### src/rtl/bn128_pkg.sv
// BN128 field constants and the state encoding shared by the exponentiation sequencer.
package bn128_pkg;

  localparam logic [255:0] MONT_ONE =
    256'h0e0a77c19a07df2f666ea36f7879462c0a78eb28f5c70b3dd35d438dc58f0d9d;

  typedef enum logic [2:0] {
    IDLE     = 3'd0,
    SQR_REQ  = 3'd1,
    SQR_WAIT = 3'd2,
    MUL_REQ  = 3'd3,
    MUL_WAIT = 3'd4,
    DONE     = 3'd5
  } mont_exp_state_t;

endpackage

### src/rtl/mont_exp_ctrl_msb_index.sv
// Combinational priority encoder: index of the highest set bit, plus a nonzero flag.
module msb_index #(
  parameter int W     = 256,
  parameter int IDX_W = $clog2(W)
) (
  input  logic [W-1:0]     i_vec,
  output logic [IDX_W-1:0] o_idx,
  output logic             o_valid
);

  // Ascending scan, so the last hit is the most significant set bit.
  always_comb begin
    o_idx   = '0;
    o_valid = 1'b0;
    for (int i = 0; i < W; i++) begin
      if (i_vec[i]) begin
        o_idx   = IDX_W'(i);
        o_valid = 1'b1;
      end
    end
  end

endmodule

### src/rtl/mont_exp_ctrl.sv
// Left-to-right square-and-multiply sequencer driving an external Montgomery multiplier.
// Define MONT_EXP_SKIP_LZ_EN to skip leading zero exponent bits (not constant-time).
module mont_exp_ctrl
  import bn128_pkg::*;
#(
  parameter int                  DAT_BITS = 256,
  parameter int                  EXP_BITS = 256,
  parameter int                  CTL_BITS = 8,
  parameter logic [DAT_BITS-1:0] ONE_MONT = MONT_ONE
) (
  input  logic                         i_clk,
  input  logic                         i_rst,
  input  logic                         i_exp_val,
  output logic                         i_exp_rdy,
  input  logic [EXP_BITS+DAT_BITS-1:0] i_exp_dat,
  input  logic [CTL_BITS-1:0]          i_exp_ctl,
  output logic                         o_exp_val,
  input  logic                         o_exp_rdy,
  output logic [DAT_BITS-1:0]          o_exp_dat,
  output logic [CTL_BITS-1:0]          o_exp_ctl,
  output logic                         o_exp_sop,
  output logic                         o_exp_eop,
  output logic                         o_exp_err,
  output logic                         o_mul_val,
  input  logic                         o_mul_rdy,
  output logic [2*DAT_BITS-1:0]        o_mul_dat,
  output logic [CTL_BITS-1:0]          o_mul_ctl,
  output logic                         o_mul_sop,
  output logic                         o_mul_eop,
  output logic                         o_mul_err,
  input  logic                         i_mul_val,
  output logic                         i_mul_rdy,
  input  logic [DAT_BITS-1:0]          i_mul_dat
);

  localparam int IDX_W = $clog2(EXP_BITS);

  mont_exp_state_t     state_q, state_d;
  logic [DAT_BITS-1:0] r_q, r_d, a_q, a_d;
  logic [EXP_BITS-1:0] e_q, e_d;
  logic [IDX_W-1:0]    idx_q, idx_d;
  logic [CTL_BITS-1:0] ctl_q, ctl_d;
  logic                exp_rdy_q, exp_val_q, mul_val_q, mul_rdy_q;
  logic [DAT_BITS-1:0] in_a_s;
  logic [EXP_BITS-1:0] in_e_s;

  assign in_a_s = i_exp_dat[DAT_BITS-1:0];
  assign in_e_s = i_exp_dat[EXP_BITS+DAT_BITS-1:DAT_BITS];

`ifdef MONT_EXP_SKIP_LZ_EN
  logic [IDX_W-1:0] msb_idx_s;
  logic             msb_vld_s;

  msb_index #(.W(EXP_BITS), .IDX_W(IDX_W)) u_msb_index (
    .i_vec   (in_e_s),
    .o_idx   (msb_idx_s),
    .o_valid (msb_vld_s)
  );
`endif

  // Next-state, accumulator and bit-index update.
  always_comb begin
    state_d = state_q;
    r_d     = r_q;
    a_d     = a_q;
    e_d     = e_q;
    idx_d   = idx_q;
    ctl_d   = ctl_q;
    case (state_q)
      IDLE: begin
        if (i_exp_val && exp_rdy_q) begin
          a_d   = in_a_s;
          e_d   = in_e_s;
          ctl_d = i_exp_ctl;
`ifdef MONT_EXP_SKIP_LZ_EN
          // The top set bit is consumed by starting from r = a.
          r_d   = in_a_s;
          idx_d = msb_idx_s;
          if (!msb_vld_s) begin
            r_d     = ONE_MONT;
            state_d = DONE;
          end else if (msb_idx_s == '0) begin
            state_d = DONE;
          end else begin
            idx_d   = msb_idx_s - IDX_W'(1);
            state_d = SQR_REQ;
          end
`else
          r_d     = ONE_MONT;
          idx_d   = IDX_W'(EXP_BITS - 1);
          state_d = SQR_REQ;
`endif
        end else begin
          state_d = IDLE;
        end
      end
      SQR_REQ, MUL_REQ: begin
        if (o_mul_rdy && mul_val_q) begin
          state_d = (state_q == SQR_REQ) ? SQR_WAIT : MUL_WAIT;
        end else begin
          state_d = state_q;
        end
      end
      SQR_WAIT, MUL_WAIT: begin
        if (i_mul_val && mul_rdy_q) begin
          r_d = i_mul_dat;
          if ((state_q == SQR_WAIT) && e_q[idx_q]) begin
            state_d = MUL_REQ;
          end else if (idx_q == '0) begin
            state_d = DONE;
          end else begin
            idx_d   = idx_q - IDX_W'(1);
            state_d = SQR_REQ;
          end
        end else begin
          state_d = state_q;
        end
      end
      DONE: begin
        if (o_exp_rdy && exp_val_q) begin
          state_d = IDLE;
        end else begin
          state_d = DONE;
        end
      end
      default: state_d = IDLE;
    endcase
  end

  // Registers; handshake flags are decoded from the next state so they are flop outputs.
  always_ff @(posedge i_clk) begin
    if (i_rst) begin
      state_q   <= IDLE;
      r_q       <= '0;
      a_q       <= '0;
      e_q       <= '0;
      idx_q     <= '0;
      ctl_q     <= '0;
      exp_rdy_q <= 1'b0;
      exp_val_q <= 1'b0;
      mul_val_q <= 1'b0;
      mul_rdy_q <= 1'b0;
    end else begin
      state_q   <= state_d;
      r_q       <= r_d;
      a_q       <= a_d;
      e_q       <= e_d;
      idx_q     <= idx_d;
      ctl_q     <= ctl_d;
      exp_rdy_q <= (state_d == IDLE);
      exp_val_q <= (state_d == DONE);
      mul_val_q <= (state_d == SQR_REQ) || (state_d == MUL_REQ);
      mul_rdy_q <= (state_d == SQR_WAIT) || (state_d == MUL_WAIT);
    end
  end

  assign i_exp_rdy = exp_rdy_q;
  assign o_exp_val = exp_val_q;
  assign o_exp_dat = r_q;
  assign o_exp_ctl = ctl_q;
  assign o_exp_sop = 1'b1;
  assign o_exp_eop = 1'b1;
  assign o_exp_err = 1'b0;
  assign o_mul_val = mul_val_q;
  assign o_mul_dat = {(state_q == MUL_REQ) ? a_q : r_q, r_q};
  assign o_mul_ctl = ctl_q;
  assign o_mul_sop = 1'b1;
  assign o_mul_eop = 1'b1;
  assign o_mul_err = 1'b0;
  assign i_mul_rdy = mul_rdy_q;

endmodule

### config.mk
export PLATFORM = sky130hd
export DESIGN_NAME = mont_exp_ctrl
export DESIGN_NICKNAME = d
export VERILOG_FILES = /design/src/rtl/bn128_pkg.sv /design/src/rtl/mont_exp_ctrl_msb_index.sv /design/src/rtl/mont_exp_ctrl.sv
export SDC_FILE = /design/constraint.sdc
export NUM_CORES = 2
export LEC_CHECK = 0
export CELL_PAD_IN_SITES_DETAIL_PLACEMENT = 1
export CELL_PAD_IN_SITES_GLOBAL_PLACEMENT = 2
export CORE_AREA = 2 2 619 621
export CTS_CLUSTER_DIAMETER = 120
export DETAILED_ROUTE_END_ITERATION = 6
export DIE_AREA = 0 0 621 623
export GPL_TIMING_DRIVEN = 0
export PLACE_DENSITY = 0.52
export SYNTH_ARGS = -nofsm -noshare
export SYNTH_HDL_FRONTEND = slang
export SYNTH_SLANG_ARGS = --single-unit
export TNS_END_PERCENT = 5
### constraint.sdc
create_clock -name i_clk -period 2.8 [get_ports i_clk]
set_clock_uncertainty 0.05 [all_clocks]
set_input_delay 0.56 -clock i_clk [delete_from_list [all_inputs] [get_ports i_clk]]
set_output_delay 0.56 -clock i_clk [all_outputs]
set_load 0.03 [all_outputs]
==> run summary <==
Status -> finished, violations left
Failing checks -> negative setup slack
Via/cell ratio -> 3.47
Fin cells -> 11100
Post-Syn Area -> 34800 um2
Yosys warnings -> 0
Final worst slack -> -496 ps
Die Span Y -> 623 um
Num rows -> 227
Async SR Flop Fraction -> 0
Post-synthesis sequential area ratio -> 0.455
Final setup viols -> 767
Synth top area cells -> dfxtp_1, nand2_1, a21oi_1
Total iterations of the first detailed-routing run -> 5
Die width -> 621 um
Via count -> 38600
Setup Crit Path Kind -> reg -> reg
Number of synthesized flops with an enable pin -> 0
Pwr dens -> 589 nW/um2
CP endpoint kind -> register
Drt drc -> 0
Num CTS Buffers -> 116
Die area -> 387000 um2
Total placed cells including tap cells -> 10800
Fmax -> 303 MHz
First-pass GRT wire length -> 439000 um
Count leader, synth -> nand2_1
Post-layout net count -> 6752
Initial antenna violation count -> 118
Gr ovfl total -> 0
Share of cells above drive strength 1 -> 0.199
Primary FF master, synth -> dfxtp_1
H-Tree Depth -> 3
P&R area growth vs syn -> 76.1%
CTS Root Cell -> clkbuf_16
Clock sink count -> 791
Slowest CP cell -> mux4_2
Drt wl/cell -> 31.6 um
Hold Vio Cnt, Final -> 0
Routed Antenna Nets -> 0
Cell mode on critical path -> buf_16
Min-delay worst type -> in -> reg
Clock tree buffer depth -> 4
Leak -> 22.2 nW
RSZ-0062 raised after global routing -> yes
Post-synthesis mux area share -> 0.130
Pre-CTS WS -> -2040 ps
TritonCTS clock tree -> yes
Simple-gate share of the synthesized area -> 0.211
Worst-path fanout max -> 8
Worst EP required -> 3500 ps
Top Ports -> 1576
Commonest cells post-synth -> nand2_1, dfxtp_1, a21oi_1, clkbuf_1, nor3_1
Core area -> 381000 um2
Peak VDD IR -> 0.000469 V
Final core utilization -> 0.161
Fin. max-slew vios -> 0
Fillers -> 44900
Area leader, netlist -> dfxtp_1
Area share of fa/ha/maj cells after synthesis -> 0.000360
Total Routing Usage GR -> 0.174
Largest family of logic cells by synthesized area -> simple AND/OR/NAND/NOR gates
Largest net degree at the start of global routing -> 18
CP delay by family, top -> compound AO/OA/AOI/OAI gates
Placed Area -> 56900 um2
Vias in the first global route -> 39600
Library cells used by synthesis -> 53
Post-detail-place hpwl -> 303000 um
Fin crit period -> 3300 ps
Hold slack -> 169 ps
Clock transition at path regs -> 60 ps
Setup TNS -> -141230 ps
Crit path launch type -> register
Compound-Gate Fraction of Synth Area -> 0.104
Overall power -> 36.1 mW
Initial DRC count -> 2238
Area share of the largest cell type after synthesis -> 0.455
Crit-path cells -> buf_12, buf_16, buf_16, mux4_2, mux2i_2, o211ai_1, a221oi_2, buf_4, a2111oi_4, or4_1, a31oi_1
Routed WL -> 351000 um
Flops & latches, synth -> 791
CP arrival -> 4000 ps
Starting density of the core -> 0.0914
Placer Congestion -> 0.930
Slowest stage delay, CP -> 550 ps
Post-synthesis xor/xnor area fraction -> 0
Post-Synthesis Cells -> 4233
Worst path bufs/invs -> 4
Slew at the pin with the worst max-slew slack -> 1300 ps
Slew HR -> 0.132
Max-cap violations -> 0
Finished Cell Area -> 61300 um2
Worst-Skew Late Latency -> 830 ps
Port bufs -> 1568
Avg Inst Size Synth -> 8.22 um2
Tcrit/Tclk final -> 1.18
==> flip-flops by register name, indices dropped and copies added (netlist names) <==
name,count
idx_q,8
i_mul_rdy,1
o_mul_val,1
a_q,256
o_exp_ctl,8
o_exp_dat,256
i_exp_rdy,1
state_q,3
e_q,256
o_exp_val,1
==> final timing paths <==
path	from	cells after the start	slack, ps	end
worst max-delay path	idx_q[0]	11	-500	idx_q[6]
worst min-delay path	i_mul_dat[140]	3	170	o_exp_dat[140]
worst max register to register	idx_q[0]	11	-500	idx_q[6]
worst min register to register	e_q[156]	2	400	e_q[156]
==> per-layer routing <==
layer	track usage	routed length, um	up-vias
met3	0.0541	25900	376
met4	0.0473	11300	36
met2	0.303	171000	1335
li1	-	-	17500
met5	0	231	-
met1	0.204	142000	19400
==> cell type report <==
class                      count  area, um2  share of cell area
antenna                       23       57.6            0.000940
tap                         5038       6300               0.103
buffer                       611       4030              0.0658
inverter                       5       21.3            0.000347
timing repair buffer        1615      15400               0.252
multi-input combinational   2829      15700               0.256
clock buffer                 162       3300              0.0538
clock inverter                46        598             0.00976
sequential                   791      15800               0.259
==> cells in the final DEF, fill, tap and decap left out, types with 20 or more instances in the layout <==
| master | Yosys | routed |
|---|---|---|
| a21oi_1 | 653 | 652 |
| buf_4 | 272 | 336 |
| buf_6 | 5 | 40 |
| clkdlybuf4s50_1 | 0 | 1306 |
| diode_2 | 0 | 23 |
| clkbuf_8 | 0 | 23 |
| mux2_2 | 257 | 249 |
| nand3_1 | 138 | 137 |
| buf_12 | 3 | 23 |
| clkbuf_1 | 304 | 258 |
| mux4_2 | 58 | 58 |
| clkbuf_2 | 0 | 108 |
| buf_2 | 13 | 105 |
| nand2_1 | 1191 | 1190 |
| dfxtp_1 | 791 | 782 |
| nor2_1 | 154 | 153 |
| clkinv_2 | 0 | 20 |
| nor3_1 | 279 | 277 |
| clkbuf_16 | 0 | 123 |
==> report_power, final <==
group | switching [mW] | total, mW | internal [mW]
clock network | 6.29 | 15.5 | 9.20
registers | 0.914 | 12.8 | 11.9
logic | 4.64 | 7.76 | 3.12
==> worst reg2reg max path: cells and delay by family, from the launching register on <==
family | cells | cell delay [ps]
AOI/OAI and AO/OA | 4 | 880
buffers and inverters | 4 | 660
DFF | 1 | 340
muxes | 2 | 780
and+or+nand+nor | 1 | 490
==> kinds of logic (layout without fill, tap and decap cells) <==
| family | Yosys count | after routing |
|---|---|---|
| other cells | 2 | 29 |
| flops | 791 | 791 |
| mux | 339 | 339 |
| buf+inv | 617 | 2439 |
| compound gates | 690 | 690 |
| simple gates | 1793 | 1793 |
| fa+ha+maj | 1 | 1 |
==> what timing repair did <==
action                      CTS  global route
gates cloned                  0             5
setup buffers                 0            36
gates resized for setup     727           803
hold buffers                  0             0
setup endpoints to repair  1466          1451
pin swaps                     0            13
Note: power is estimated with default switching activity, not from simulation.
